<file path="src/rtl/ref_block_loader_pkg.sv">
// Shared constants and state encoding for the reference block loader.
// The same geometry and FSM encoding are reused by the interpolation top level.
// No logic; parameters, types and encodings only.
package ref_block_loader_pkg;

    localparam int PIX_W   = 8;
    localparam int BLK_DIM = 15;                  // 8 outputs + 7 filter taps
    localparam int ROW_W   = PIX_W * BLK_DIM;     // 120 bits per row beat
    localparam int BUF_W   = ROW_W * BLK_DIM;     // 1800 bits per window
    localparam int CNT_W   = 4;                   // row index 0..14

    localparam logic [CNT_W-1:0] LAST_ROW = CNT_W'(BLK_DIM - 1);

    typedef enum logic [1:0] {
        ST_FILL = 2'd0,
        ST_FULL = 2'd1,
        ST_DROP = 2'd2
    } state_e;

endpackage

</file>
<file path="src/rtl/ref_block_loader_row_bank.sv">
// Purpose: 15 x 120-bit row store, written one row at a time, read flat.
// Latency: write visible on rd_dat the cycle after wr_en; read is combinational.
// Backpressure: none; the owner decides when a write is allowed.
// Ports: clk, rst (async active-low), wr_en/wr_idx/wr_dat row write,
//        rd_dat flat window (row r at [r*ROW_W +: ROW_W]).
module ref_block_loader_row_bank
    import ref_block_loader_pkg::*;
(
    input  logic             clk,
    input  logic             rst,
    input  logic             wr_en,
    input  logic [CNT_W-1:0] wr_idx,
    input  logic [ROW_W-1:0] wr_dat,
    output logic [BUF_W-1:0] rd_dat
);

    logic [ROW_W-1:0] mem_q [BLK_DIM];
    logic [ROW_W-1:0] mem_d [BLK_DIM];

    always_comb begin
        for (int r = 0; r < BLK_DIM; r++) begin
            mem_d[r] = mem_q[r];
        end
        if (wr_en) begin
            mem_d[wr_idx] = wr_dat;
        end
    end

    always_ff @(posedge clk or negedge rst) begin
        if (!rst) begin
            for (int r = 0; r < BLK_DIM; r++) begin
                mem_q[r] <= '0;
            end
        end else begin
            for (int r = 0; r < BLK_DIM; r++) begin
                mem_q[r] <= mem_d[r];
            end
        end
    end

    for (genvar g = 0; g < BLK_DIM; g++) begin : g_rd
        assign rd_dat[g*ROW_W +: ROW_W] = mem_q[g];
    end

endmodule

</file>
<file path="src/rtl/ref_block_loader.sv">
// Purpose: gathers 15 row beats into a 15x15 8-bit window, checks row framing, drops bad blocks.
// Latency: blk_valid rises 1 cycle after the handshake of the final (row_last) row.
// Backpressure: row_ready drops while no bank is free; blk_valid holds until blk_ready.
// Ports: clk, rst (async active-low); row_valid/row_ready/row_data/row_last row stream in;
//        blk_valid/blk_ready/in_buffer window out; blk_err one-cycle framing-error pulse.
// Build option: DOUBLE_BUF_EN selects two ping-pong banks (fill one while the other is published).
module ref_block_loader
    import ref_block_loader_pkg::*;
(
    input  logic             clk,
    input  logic             rst,
    input  logic             row_valid,
    output logic             row_ready,
    input  logic [ROW_W-1:0] row_data,
    input  logic             row_last,
    output logic             blk_valid,
    input  logic             blk_ready,
    output logic [BUF_W-1:0] in_buffer,
    output logic             blk_err
);

    state_e           state_q, state_d;
    logic [CNT_W-1:0] row_cnt_q, row_cnt_d;
    logic             row_ready_q, row_ready_d;
    logic             blk_valid_q, blk_valid_d;
    logic             blk_err_q, blk_err_d;
    logic             bank_wr;

    wire accept  = row_valid && row_ready_q;
    wire consume = blk_valid_q && blk_ready;

`ifdef DOUBLE_BUF_EN
    // wr_bank is being filled, rd_bank is the oldest complete bank.
    // When both banks are full they point at the same bank (the older one).
    logic       wr_bank_q, wr_bank_d;
    logic       rd_bank_q, rd_bank_d;
    logic [1:0] full_q, full_d;
`endif

    always_comb begin
        state_d   = state_q;
        row_cnt_d = row_cnt_q;
        blk_err_d = 1'b0;
        bank_wr   = 1'b0;
`ifdef DOUBLE_BUF_EN
        wr_bank_d = wr_bank_q;
        rd_bank_d = rd_bank_q;
        full_d    = full_q;
        if (consume) begin
            full_d[rd_bank_q] = 1'b0;
            rd_bank_d         = ~rd_bank_q;
        end
`endif

        case (state_q)
            ST_FILL: begin
                if (accept) begin
                    bank_wr = 1'b1;
                    if (row_cnt_q == LAST_ROW) begin
                        row_cnt_d = '0;
                        if (row_last) begin
`ifdef DOUBLE_BUF_EN
                            full_d[wr_bank_q] = 1'b1;
                            wr_bank_d         = ~wr_bank_q;
                            // Stall only if the next bank is still awaiting its consumer.
                            if (full_d[wr_bank_d]) begin
                                state_d = ST_FULL;
                            end
`else
                            state_d = ST_FULL;
`endif
                        end else begin
                            blk_err_d = 1'b1;
                            state_d   = ST_DROP;
                        end
                    end else if (row_last) begin
                        // Early last: discard the partial block, next beat is row 0.
                        blk_err_d = 1'b1;
                        row_cnt_d = '0;
                    end else begin
                        row_cnt_d = row_cnt_q + CNT_W'(1);
                    end
                end
            end
            ST_DROP: begin
                if (accept && row_last) begin
                    state_d   = ST_FILL;
                    row_cnt_d = '0;
                end
            end
            ST_FULL: begin
                // A consume always frees the bank that wr_bank points at.
                if (consume) begin
                    state_d = ST_FILL;
                end
            end
            default: begin
                state_d   = ST_FILL;
                row_cnt_d = '0;
            end
        endcase

        row_ready_d = (state_d != ST_FULL);
`ifdef DOUBLE_BUF_EN
        blk_valid_d = full_d[rd_bank_d];
`else
        blk_valid_d = (state_d == ST_FULL);
`endif
    end

    always_ff @(posedge clk or negedge rst) begin
        if (!rst) begin
            state_q     <= ST_FILL;
            row_cnt_q   <= '0;
            row_ready_q <= 1'b0;
            blk_valid_q <= 1'b0;
            blk_err_q   <= 1'b0;
`ifdef DOUBLE_BUF_EN
            wr_bank_q   <= 1'b0;
            rd_bank_q   <= 1'b0;
            full_q      <= 2'b00;
`endif
        end else begin
            state_q     <= state_d;
            row_cnt_q   <= row_cnt_d;
            row_ready_q <= row_ready_d;
            blk_valid_q <= blk_valid_d;
            blk_err_q   <= blk_err_d;
`ifdef DOUBLE_BUF_EN
            wr_bank_q   <= wr_bank_d;
            rd_bank_q   <= rd_bank_d;
            full_q      <= full_d;
`endif
        end
    end

`ifdef DOUBLE_BUF_EN
    logic [BUF_W-1:0] rd_dat0, rd_dat1;

    ref_block_loader_row_bank u_bank0 (
        .clk    (clk),
        .rst    (rst),
        .wr_en  (bank_wr && !wr_bank_q),
        .wr_idx (row_cnt_q),
        .wr_dat (row_data),
        .rd_dat (rd_dat0)
    );

    ref_block_loader_row_bank u_bank1 (
        .clk    (clk),
        .rst    (rst),
        .wr_en  (bank_wr && wr_bank_q),
        .wr_idx (row_cnt_q),
        .wr_dat (row_data),
        .rd_dat (rd_dat1)
    );

    assign in_buffer = rd_bank_q ? rd_dat1 : rd_dat0;
`else
    ref_block_loader_row_bank u_bank0 (
        .clk    (clk),
        .rst    (rst),
        .wr_en  (bank_wr),
        .wr_idx (row_cnt_q),
        .wr_dat (row_data),
        .rd_dat (in_buffer)
    );
`endif

    assign row_ready = row_ready_q;
    assign blk_valid = blk_valid_q;
    assign blk_err   = blk_err_q;

endmodule

</file>
<file path="config.mk">
export PLATFORM = sky130hd
export DESIGN_NAME = ref_block_loader
export DESIGN_NICKNAME = d
export VERILOG_FILES = /design/src/rtl/ref_block_loader_pkg.sv /design/src/rtl/ref_block_loader_row_bank.sv /design/src/rtl/ref_block_loader.sv
export SDC_FILE = /design/constraint.sdc
export NUM_CORES = 2
export LEC_CHECK = 0
export CAP_MARGIN = 40
export CORE_AREA = 8 8 738 740
export CTS_CLUSTER_DIAMETER = 120
export CTS_CLUSTER_SIZE = 30
export DETAILED_ROUTE_END_ITERATION = 12
export DIE_AREA = 0 0 746 748
export SYNTH_ARGS = -nofsm -noshare
export SYNTH_HDL_FRONTEND = slang
export SYNTH_SLANG_ARGS = --single-unit
</file>
<file path="constraint.sdc">
create_clock -name clk -period 5.2 [get_ports clk]
set_input_delay 0.78 -clock clk [delete_from_list [all_inputs] [get_ports clk]]
set_output_delay 0.78 -clock clk [all_outputs]
set_load 0.01 [all_outputs]
</file>
==> summary.txt <==
Die
  – Initial Util: between 10 and 15%
  – Full die area: roughly 0.56 mm2
  – Die width: approximately 750 um
  – Cell row count: 269
  – I/O pin cnt: just under 2k
  – Die Span Y: 748 um
  – Core area: ~0.53 mm2

Timing
  – Final TNS setup: 0 ns
  – Final setup fails: 0
  – RSZ-0062 raised after global routing: no
  – Clock Skew: roughly 0.045 ns
  – Fin. Hold Viols: 0
  – Final hold slack: about 0.29 ns
  – Fmax: 314.3 MHz
  – Slew HR: approximately a third
  – Slew @ Worst Pin: around 1.0 ns
  – Tcrit/Tclk final: ~61%
  – Max Slew Vio Count: 0
  – Tmin final: between 3 and 4 ns

CTS
  – CTS Root Cell: clkbuf_16
  – CTS sink count: around 1.8k
  – Worst-Skew Late Latency: between 0.8 and 0.9 ns
  – CTS tree: done
  – Num CTS Buffers: between 80 and 90
  – Clk buf depth: 4
  – Post-CTS setup buffers: 0
  – Clock Pin Slew Worst Setup and Hold Paths: 0.11 ns
  – H-tree levels: 3

Finish
  – Area Overhead vs Synth: 45.86%
  – Nets: around 6.0k
  – Finished layout cell area: ~0.099 mm2
  – Post-layout util: roughly 19%
  – Layout cells sized above 1: 36.75%
  – Multi-input logic area: 0.02075 mm2
  – Final cell count without fillers: approximately 13k
  – Final-layout fill cell count: roughly 58k
  – FF/Latch Area: 0.04527 mm2

Drt
  – Routed WL: about 310000 um
  – WL/cell: approximately 24 um
  – DRT Pass-1 Iters: 5
  – DR iter-0 viols: around 2.7k
  – Vias per inst: between 3 and 4
  – Vias: about 43k
  – DRT antenna net count: 0
  – DRC viols: 0

Synth
  – Yosys cell types: 28
  – Avg Inst Size Synth: about 17 um2
  – Net Count, Synth: just over 4k
  – Synthesized flop and latch total: 1809
  – Sequential share of the synthesized area: 66.58%
  – Number of synthesis warnings: 0
  – Post-synthesis instance total: 3984
  – Synthesized area: slightly below 0.07 mm2

GRT
  – Vias in the first global route: roughly 44k
  – First-pass GRT wire length: 414500 um
  – Grt ovf: 0
  – Largest net degree at the start of global routing: about 170
  – Total GRT Usage: 10.65%
  – Initial antenna violation count: between 100 and 150

Setup path
  – Crit start category: primary input
  – Worst path required time: slightly below 6 ns
  – Crit path DAT: about 4 ns
  – Kind of critical path: primary input to register
  – Category of the worst setup path capture point: register
  – Worst Path Max Fanout: between 50 and 60

Power
  – Logic pwr share: 45.7%
  – P_int: a little under 40000 uW
  – Net Switching: 19510 uW
  – Power Dens Cells: between 500 and 600 mW/mm2
  – Flop pwr share: around two fifths
  – Clock Power Share: 14.4%
  – Max VDD drop: ~0.00036 V
  – Leak pwr: about 0.042 uW
  – Switch share: 33.51%

Min path
  – HP Class: primary input to register

Run status
  – Status: finished clean

Placement
  – Dpl hpwl: around 240000 um
  – GP Congestion: 0.7291
  – Number of instances in the placed design: between 10k and 15k
  – Port Buffers: slightly below 2k
  – Dpl cell area: about 0.096 mm2

Flow run
  – Max cap viols: 0
==> worst max-delay path: stages <==
cell	delay, ns
clkdlybuf4s50_1	0.59
and4bb_2	0.61
and2_2	0.36
nand3_4	0.58
buf_12	0.47
mux2_2	0.37
==> area by class of cell <==
class | count | area share [%]
sequential | 1809 | 45.65
antenna | 40 | 0.1009
clock buffer | 91 | 2.220
clock inverter | 25 | 0.5324
inverter | 4 | 0.01514
multi-input combinational | 1853 | 20.92
timing repair buffer | 2137 | 21.67
tap | 7046 | 8.889
==> power groups by stage <==
stage	combinational, uW	clock, uW	sequential, uW
finish	26600	8380	23300
global route	28000	9190	24100
CTS	27100	8820	23200
detailed placement	27000	0	23500
global placement	26800	0	23200
floorplan	6760	0	26100
==> flip-flops by register name, summed over array words and instances, names as in the netlist <==
signal and flops:
row_cnt_q 4, blk_valid 1, blk_err 1, u_bank0.rd_dat 1800, state_q 2, row_ready 1
==> final timing paths <==
kind / start / to / slack, ns / cells after the start
min in group asynchronous: rst / u_bank0.rd_dat[161] / 0.59 / 2
setup / recovery: row_valid / u_bank0.rd_dat[1484] / 2.02 / 6
hold / removal: row_data[35] / u_bank0.rd_dat[755] / 0.29 / 2
max in group asynchronous: rst / u_bank0.rd_dat[395] / 3.11 / 4
setup reg to reg: state_q[0] / u_bank0.rd_dat[1484] / 2.06 / 5
hold reg to reg: u_bank0.rd_dat[1008] / u_bank0.rd_dat[1008] / 0.51 / 1
==> logic make-up (layout without fill, tap and decap cells) <==
kind of cell             count (synthesis)  after routing  share of synthesized area (%)
AO/OA/AOI/OAI                           10             10                        0.09752
XOR/XNOR                                 1              1                        0.01288
adder cells (fa/ha/maj)                  4              4                        0.07361
buffers and inverters                  322           2257                          3.132
flip-flops                            1809           1809                          66.58
multiplexers                          1801           1801                          29.83
other                                    0             40                              0
AND/OR/NAND/NOR                         37             37                         0.2815
==> synth_stat cells <==
cell type  count  area share [%]
nor2b_1        2           0.018
nand2b_1       1          0.0092
ha_1           4           0.074
and3_1         1          0.0092
and2_2         2           0.022
a32o_1         2           0.029
buf_6         80             1.3
buf_4         69            0.76
and2_1         2           0.018
clkbuf_1     120            0.66
a311oi_1       1           0.013
nor3b_1        1           0.011
o21ai_0        5           0.037
nor2_1         4           0.022
and4bb_2       1           0.018
xor2_1         1           0.013
nor3_1         1          0.0074
nand4_1        1          0.0092
a31oi_1        2           0.018
clkbuf_2       1          0.0074
nor4_1         1          0.0092
dfrtp_1     1809              67
buf_2         48            0.35
mux2_2      1800              30
nand2_1       11           0.061
inv_1          4           0.022
nand3_1        9           0.066
mux2i_1        1           0.015
==> layout by cell type, fill, tap and decap left out, drive strengths merged, types with 9 or more instances in the layout <==
cell / instances
dfrtp: 1809
mux2: 1800
nand2: 11
clkdlybuf4s50: 1892
buf: 244
clkinv: 17
clkbuf: 91
inv: 12
nand3: 9
diode: 40
==> layer usage <==
metal	routed length, um	vias to the layer above	global-route usage (%)
met2	144800	1895	17.42
met5	88	-	0
met1	125600	22814	12.83
li1	-	17739	-
met3	32150	326	4.325
met4	9930	16	3.074
==> through the flow <==
step	power (uW)	worst slack, ns
floorplan	32890	3.097
global placement	50040	1.242
detailed placement	50500	1.162
CTS	59150	1.954
global route	61200	1.989
finish	58220	2.018
==> what timing repair did <==
action | in CTS | in global routing
endpoints found under the hold margin | 28 | 0
gates resized for setup | 0 | 0
hold buffers | 1 | 0
Note: power is estimated with default switching activity, not from simulation.
